$ cat src/rtl/fp_norm_shift.sv
// -----------------------------------------------------------------------------
// fp_norm_shift
//
// Two-stage floating-point normalisation shifter. An unnormalised mantissa,
// its exponent and a precomputed leading-zero count come in. The mantissa
// leaves shifted left so that its leading one sits at the MSB, and the
// exponent is reduced by the same amount. The exponent never goes below
// zero. When the exponent runs out before the leading one reaches the MSB,
// the result is flagged as denormal and its exponent is forced to 0. An
// all-zero input mantissa produces an exact-zero result.
//
//   S1 : register the input beat, the clamped shift amount and the clamp flag
//   S2 : register the shifted mantissa, the adjusted exponent and the flags
//
// Ports
//   Clk_CI       in   clock, rising edge
//   Rst_RBI      in   asynchronous active-low reset
//   Valid_SI     in   input beat valid
//   Ready_SO     out  input beat is accepted when Valid_SI & Ready_SO
//   Mant_DI      in   unnormalised mantissa            [C_WIDTH]
//   Exp_DI       in   unsigned biased exponent         [C_EXP_WIDTH]
//   LeadZero_DI  in   leading-zero count of Mant_DI    [C_LEADONE_WIDTH]
//   NoOne_SI     in   Mant_DI is all zero
//   Valid_SO     out  output beat valid
//   Ready_SI     in   downstream accepts when Valid_SO & Ready_SI
//   Mant_DO      out  normalised mantissa              [C_WIDTH]
//   Exp_DO       out  adjusted exponent                [C_EXP_WIDTH]
//   Denorm_SO    out  exponent exhausted, result is denormal
//   Zero_SO      out  result is exact zero
//
// Handshake: a transfer happens on a rising edge where valid and ready are
// both high. A producer holds valid and its data steady until that edge.
// Ready may depend on the consumer's ready within the same cycle, but it
// never depends on valid. While Valid_SO is high and Ready_SI is low, every
// output holds stable.
// -----------------------------------------------------------------------------
module fp_norm_shift #(
    parameter int C_WIDTH         = 51,
    parameter int C_LEADONE_WIDTH = 6,
    parameter int C_EXP_WIDTH     = 11
) (
    input  logic                       Clk_CI,
    input  logic                       Rst_RBI,

    input  logic                       Valid_SI,
    output logic                       Ready_SO,
    input  logic [C_WIDTH-1:0]         Mant_DI,
    input  logic [C_EXP_WIDTH-1:0]     Exp_DI,
    input  logic [C_LEADONE_WIDTH-1:0] LeadZero_DI,
    input  logic                       NoOne_SI,

    output logic                       Valid_SO,
    input  logic                       Ready_SI,
    output logic [C_WIDTH-1:0]         Mant_DO,
    output logic [C_EXP_WIDTH-1:0]     Exp_DO,
    output logic                       Denorm_SO,
    output logic                       Zero_SO
);

    // Common width for comparing the leading-zero count against the exponent
    // and against the largest useful shift, C_WIDTH-1. Because
    // 2^C_LEADONE_WIDTH >= C_WIDTH, C_WIDTH-1 always fits in the count width.
    localparam int CMP_W = (C_LEADONE_WIDTH > C_EXP_WIDTH) ? C_LEADONE_WIDTH
                                                           : C_EXP_WIDTH;

    // ------------------------------------------------------------------
    // Stage registers
    // ------------------------------------------------------------------
    logic                       s1_valid;
    logic [C_WIDTH-1:0]         s1_mant;
    logic [C_EXP_WIDTH-1:0]     s1_exp;
    logic                       s1_noone;
    logic [C_LEADONE_WIDTH-1:0] s1_shamt;
    logic                       s1_clamp;

    logic                       s2_valid;

    // ------------------------------------------------------------------
    // Flow control
    // ------------------------------------------------------------------
    logic s2_free;   // S2 can take a new beat on this edge
    logic s1_free;   // S1 can take a new beat on this edge
    logic s1_load;   // input beat is transferred into S1
    logic s2_load;   // S1 beat is transferred into S2

    // S2 frees up when it is empty or when its beat leaves downstream.
    // S1 frees up when it is empty or when its beat moves into S2. With both
    // stages full and Ready_SI high, all stages advance together. That gives
    // one beat per cycle without bubbles.
    assign s2_free  = ~s2_valid | Ready_SI;
    assign s1_free  = ~s1_valid | s2_free;
    assign Ready_SO = s1_free;
    assign s1_load  = Valid_SI & s1_free;
    assign s2_load  = s1_valid & s2_free;
    assign Valid_SO = s2_valid;

    // ------------------------------------------------------------------
    // S1 combinational: shift amount and clamp detection
    // ------------------------------------------------------------------
    logic [CMP_W-1:0]           lz_ext;
    logic [CMP_W-1:0]           exp_ext;
    logic [CMP_W-1:0]           shift_limit;
    logic [CMP_W-1:0]           lz_eff;
    logic [CMP_W-1:0]           shamt_full;
    logic [C_LEADONE_WIDTH-1:0] shamt_d;
    logic                       clamp_d;

    assign lz_ext      = CMP_W'(LeadZero_DI);
    assign exp_ext     = CMP_W'(Exp_DI);
    assign shift_limit = CMP_W'(C_WIDTH - 1);

    always_comb begin
        lz_eff     = lz_ext;
        shamt_full = '0;
        // A count of C_WIDTH or more can only come from a zero mantissa.
        // When NoOne_SI is low, such a count is treated as the largest
        // shift that still keeps a bit.
        if (lz_ext > shift_limit) begin
            lz_eff = shift_limit;
        end
        // The shift cannot exceed the exponent. Otherwise the exponent
        // would wrap below zero.
        if (lz_eff < exp_ext) begin
            shamt_full = lz_eff;
        end else begin
            shamt_full = exp_ext;
        end
    end

    // shamt_full <= C_WIDTH-1, so it fits the count width without loss.
    assign shamt_d = C_LEADONE_WIDTH'(shamt_full);
    assign clamp_d = lz_ext > exp_ext;

    // ------------------------------------------------------------------
    // S2 combinational: shift, exponent adjust, flags
    // ------------------------------------------------------------------
    logic [C_WIDTH-1:0]     mant_shifted;
    logic [C_EXP_WIDTH-1:0] exp_adjusted;
    logic [C_WIDTH-1:0]     mant_d;
    logic [C_EXP_WIDTH-1:0] exp_d;
    logic                   denorm_d;
    logic                   zero_d;

    assign mant_shifted = s1_mant << s1_shamt;
    // s1_shamt <= s1_exp, so the subtraction never underflows. The cast
    // only drops leading zeros when the count is wider than the exponent.
    assign exp_adjusted = s1_exp - C_EXP_WIDTH'(s1_shamt);

    always_comb begin
        mant_d   = mant_shifted;
        exp_d    = exp_adjusted;
        denorm_d = 1'b0;
        zero_d   = 1'b0;
        if (s1_noone) begin
            // Exact zero overrides everything that came with the beat.
            mant_d = '0;
            exp_d  = '0;
            zero_d = 1'b1;
        end else if (s1_clamp) begin
            // The exponent ran out before the leading one reached the MSB.
            // When the exponent is larger than the maximum shift, the
            // difference is not zero, so the exponent is forced to 0 here.
            exp_d    = '0;
            denorm_d = 1'b1;
        end
    end

    // ------------------------------------------------------------------
    // Valid bits
    // ------------------------------------------------------------------
    always_ff @(posedge Clk_CI or negedge Rst_RBI) begin
        if (!Rst_RBI) begin
            s1_valid <= 1'b0;
            s2_valid <= 1'b0;
        end else begin
            if (s1_load) begin
                s1_valid <= 1'b1;
            end else if (s2_load) begin
                s1_valid <= 1'b0;
            end

            if (s2_load) begin
                s2_valid <= 1'b1;
            end else if (Ready_SI) begin
                s2_valid <= 1'b0;
            end
        end
    end

    // ------------------------------------------------------------------
    // S1 data
    // ------------------------------------------------------------------
    always_ff @(posedge Clk_CI or negedge Rst_RBI) begin
        if (!Rst_RBI) begin
            s1_mant  <= '0;
            s1_exp   <= '0;
            s1_noone <= 1'b0;
            s1_shamt <= '0;
            s1_clamp <= 1'b0;
        end else if (s1_load) begin
            s1_mant  <= Mant_DI;
            s1_exp   <= Exp_DI;
            s1_noone <= NoOne_SI;
            s1_shamt <= shamt_d;
            s1_clamp <= clamp_d;
        end
    end

    // ------------------------------------------------------------------
    // S2 data, which drives the outputs directly
    // ------------------------------------------------------------------
    always_ff @(posedge Clk_CI or negedge Rst_RBI) begin
        if (!Rst_RBI) begin
            Mant_DO   <= '0;
            Exp_DO    <= '0;
            Denorm_SO <= 1'b0;
            Zero_SO   <= 1'b0;
        end else if (s2_load) begin
            Mant_DO   <= mant_d;
            Exp_DO    <= exp_d;
            Denorm_SO <= denorm_d;
            Zero_SO   <= zero_d;
        end
    end

endmodule

$ cat config.mk
export PLATFORM = sky130hd
export DESIGN_NAME = fp_norm_shift
export DESIGN_NICKNAME = d
export VERILOG_FILES = /design/src/rtl/fp_norm_shift.sv
export SDC_FILE = /design/constraint.sdc
export NUM_CORES = 1
export LEC_CHECK = 0
export ABC_CLOCK_PERIOD_IN_PS = 2840
export CAP_MARGIN = 20
export CORE_UTILIZATION = 27
export DETAILED_ROUTE_END_ITERATION = 12
export SYNTH_ARGS = -nofsm -noshare
export SYNTH_HDL_FRONTEND = slang
export SYNTH_SLANG_ARGS = --single-unit
$ cat constraint.sdc
create_clock -name Clk_CI -period 2.84 [get_ports Clk_CI]
set_input_delay 0.426 -clock Clk_CI [delete_from_list [all_inputs] [get_ports Clk_CI]]
set_output_delay 0.426 -clock Clk_CI [all_outputs]
set_load 0.01 [all_outputs]
* Word-level counts from Yosys, hierarchy flattened
Index checks and enable logic that the tools add are counted.
** Word-level totals
- Register bits :: 136
- Word-level logic and storage cells :: 36
- Output and inout port bits :: 66
- Input port bits :: 73
** Cells by class
- Shift operators :: 1
- Bitwise operators :: 6
- Reductions and logical operators :: 2
- Add/subtract/negate cells :: 1
- Order comparisons :: 3
- Mux-type cells :: 12
** Operator list (number)
- $mux W51 :: 1
- $shl A51 B6 Y51 :: 1
- $mux W11 :: 2
- $mux W6 :: 2
- $gt A6 B11 Y1 :: 1
- $lt A6 B11 Y1 :: 1
- $sub A11 B6 Y11 :: 1
- $mux W1 :: 7
- $gt A6 B6 Y1 const B :: 1
- $reduce_bool A2 Y1 :: 2
- $and A1 B1 Y1 :: 2
- $not A1 Y1 :: 2
- $or A1 B1 Y1 :: 2

* Logic depth before layout (Yosys ltp)
- Depth in word-level cells :: 5
- Depth in mapped cells :: 10
- Gate-level depth less buffers :: 9

* Least setup slack after synthesis
No wires, ideal clock.
- Kind :: flip-flop to flip-flop
- Start :: register s1_shamt[2]
- End :: register Exp_DO[5]
- Required time :: 2.718 ns
- Library setup time :: 0.122 ns
- Cell stages (with the launch flop) :: 11
- Slack :: 0.503 ns
- Arrival time :: 2.216 ns
- Buffers on the path :: 3
- Clock period less this slack :: 2.337 ns
- Path through :: dfrtp_1 > buf_2 > buf_6 > buf_2 > inv_2 > ha_1 > o21a_1 > o31a_1 > o21a_1 > or3_1 > a32o_1
** On the way
- Word-level cells in the longest chain between the ends :: 3
** Ends and longest elaborated chain
- start, declared :: line 73 : logic [C_LEADONE_WIDTH-1:0] s1_shamt;
- start signal, assigned :: line 204 : s1_shamt <= shamt_d;
- $sub A11 B6 Y11 :: line 147 : assign exp_adjusted = s1_exp - C_EXP_WIDTH'(s1_shamt);
- $mux W11 :: line 159 : end else if (s1_clamp) begin
- $mux W11 :: line 154 : if (s1_noone) begin
- end signal, assigned :: line 220 : Exp_DO <= exp_d;
- end, declared :: line 55 : output logic [C_EXP_WIDTH-1:0] Exp_DO,
No other way between the ends.
A chain may end at the register's enable or synchronous reset.

* Worst setup path in the final report
- Start :: register s1_shamt[1]
- End :: register Mant_DO[50]
** On the way
- Word-level cells in the longest chain between the ends :: 2
** Ends and longest elaborated chain
- $shl A51 B6 Y51 :: line 144 : assign mant_shifted = s1_mant << s1_shamt;
- $mux W51 :: line 154
- end signal, assigned :: line 219 : Mant_DO <= mant_d;
- end, declared :: line 54 : output logic [C_WIDTH-1:0] Mant_DO,
No other way between the ends.

==> flow_summary.json <==
{
  "pin_count": 139,
  "r2r_slack_ns": 0.35,
  "synth_area_mm2": 0.00867,
  "grt_pass1_vias": 7487,
  "layoutNonFillerInstCount": 1449,
  "crit_chain": "buf_4, mux4_2, mux2i_1, o22ai_1, a221oi_1, nand3_1",
  "synth_edf_count": 0,
  "crit_path_max_incr_delay_ns": 0.59,
  "cp.required_ns": 3.12,
  "fin_skew_ns": 0.0128,
  "p_int_uw": 5050,
  "grt_pass1_wl_um": 44600,
  "p_leak_uw": 0.00480,
  "start_util": 0.275,
  "cp_max_fo": 20,
  "slowest_stage": "mux4_2",
  "synthFlopType": "dfrtp_1",
  "holdWs_ns": 0.0365,
  "p_sw_uw": 2900,
  "clkPwrFrac": 0.270,
  "peakVddDrop_mv": 0.467,
  "fin_nets": 1125,
  "wirelength_um": 28100,
  "p_comb_frac": 0.392,
  "arrival_ns": 2.76,
  "finalSetupTns_ns": 0,
  "drt-pass1-iter-count": 5,
  "drc": 0,
  "r2r_start": "s1_shamt[1]",
  "diodes": 0,
  "placedCellCount": 1417,
  "maxCapViolCount": 0,
  "path_clk_slew_ns": 0.07,
  "place_hpwl_um": 21300,
  "seqPwrFrac": 0.338,
  "clk_latency_ns": 0.43,
  "antenna_left": 0,
  "htreeDepth": 4,
  "cts_hold_buffers": 0,
  "crit_family": "multiplexers",
  "rows": 65,
  "dieArea_mm2": 0.0328,
  "worstMarginPinSlew_ns": 0.812,
  "cts_tree": "built",
  "place_congestion": 0.925,
  "maxSlewHeadroom": 0.459,
  "async_flop_share": 1.00,
  "yosysUniqueCellTypes": 69,
  "rsz0062_at_grt": "false",
  "drv_slew": 0,
  "dr.first_iter.drc_count": 653,
  "synth_cells": 895,
  "reg2regPathDepth": 6,
  "p_per_area_mw_per_mm2": 709,
  "area_growth_pct": 29.5,
  "wl_per_cell_um": 19.4,
  "cts_buffers": 17,
  "die_height_um": 181,
  "fp.coreArea_mm2": 0.0316,
  "switching_share": 0.365,
  "timing.fmax_ghz": 0.402,
  "yosys_warnings": 0,
  "grt.total_usage": 0.176,
  "layout_min_cycle_time_ns": 2.49,
  "die_w_um": 181,
  "critPathLaunchType": "register",
  "port-buffer-count": 138,
  "period_share": 0.875,
  "post-cts-setup-buffers": 0,
  "final_util": 0.356,
  "viasPerCell": 5.23,
  "ys_seq_elements": 136,
  "worstReg2RegEnd": "Mant_DO[50]",
  "cp-end-kind": "register",
  "syn_nets": 986,
  "cts.sinks": 136,
  "hold_viol": 0,
  "final_common_cell": "nand2_1",
  "antenna_found_initial": 0,
  "grt_max_degree": 137,
  "avgSynthCellArea_um2": 9.69,
  "dr_total_vias": 7582,
  "drive_gt1_frac": 0.153,
  "layout_common_cells": "245 x nand2_1, 137 x clkdlybuf4s50_1, 133 x dfrtp_1",
  "cts_buffer_depth": 2,
  "status": "finished clean",
  "hp-class": "input port to asynchronous set/reset pin",
  "setup_violations": 0,
  "grt-ovfl-total": 0,
  "worstSetupPathType": "register to register",
  "synth-seq-area-share": 0.393,
  "ctsResizeCount": 0,
  "power_uw": 7960,
  "cts_root_buffer": "clkbuf_16",
  "critPathBufInv": 1
}
power groups by stage:
stage	registers, µW	logic, µW	clock network [µW]
2_1_floorplan	2690	1720	0
3_3_place_gp	2720	3050	0
3_5_place_dp	2730	3090	0
4_1_cts	2690	3100	2200
5_1_grt	2740	3350	2280
6_report	2690	3120	2150
registers in the layout, indices dropped and copies added, names as in the netlist:
signal / count
s1_noone: 1
s1_exp: 11
Exp_DO: 11
s1_shamt: 6
s1_clamp: 1
Zero_SO: 1
Valid_SO: 1
Denorm_SO: 1
s1_valid: 1
s1_mant: 51
Mant_DO: 51
metal layers:
metal | vias to the layer above | track usage | part of all wire
met5 | - | 0 | 0
met1 | 3671 | 0.258 | 0.48
met3 | 32 | 0.0411 | 0.068
li1 | 3578 | - | -
met2 | 301 | 0.258 | 0.43
met4 | 0 | 0.0461 | 0.015
final cells by class:
class,count,area [µm²]
fillers,3214,20300
multi-input cells,681,4920
flip-flops and latches,136,3410
repair buffers,182,1780
well taps,402,503
clock buffers,17,425
clock inverters,15,140
inverters,16,60.1
Yosys cell counts (all sizes together), types with 3 or more instances:
master / instances / area, µm²
nor2: 36 / 135
o2bb2ai: 3 / 26.3
o31a: 3 / 26.3
ha: 17 / 213
clkbuf: 31 / 116
buf: 31 / 179
nand3b: 4 / 30.0
nand2b: 8 / 50.1
mux4: 44 / 998
o221a: 5 / 56.3
a21oi: 29 / 145
a22oi: 18 / 135
and3: 4 / 25.0
mux2i: 46 / 514
inv: 16 / 60.1
o22ai: 11 / 68.8
nor4: 4 / 25.0
o21a: 5 / 37.5
nor2b: 10 / 62.6
a22o: 16 / 140
o21ai: 43 / 215
o22a: 3 / 26.3
nand4: 6 / 37.5
and4b: 3 / 30.0
nor3: 6 / 30.0
xnor2: 4 / 35.0
nand3: 9 / 50.1
a31oi: 3 / 18.8
nand2: 247 / 927
mux2: 19 / 221
o221ai: 13 / 114
and2: 5 / 31.3
dfrtp: 136 / 3400
o211ai: 16 / 120
a211oi: 5 / 37.5
a221oi: 7 / 61.3
a2111oi: 3 / 38.8
logic make-up after synthesis:
family	count (synthesis)	synth area share
buf+inv	78	0.0410
flops	136	0.393
xor+xnor	5	0.00505
simple gates	350	0.172
mux	109	0.200
fa+ha+maj	18	0.0268
compound gates	199	0.162
per-stage QoR:
step	setup WS, ns	cell area, µm²
final	0.355	11200
after global routing	0.229	11200
after CTS	0.401	11200
after detailed placement	-0.0491	10700
after global placement	-0.0437	10700
after floorplan	0.503	8670
worst max-delay path by stage:
stage,depth (start not counted),from,to
floorplan,10,s1_shamt[2],Exp_DO[5]
global placement,9,LeadZero_DI[3],s1_shamt[2]
detailed placement,9,LeadZero_DI[3],s1_shamt[3]
CTS,9,LeadZero_DI[3],s1_shamt[3]
global route,9,LeadZero_DI[2],s1_shamt[3]
finish,6,s1_shamt[1],Mant_DO[50]
Power figures use the tool's default switching activity.
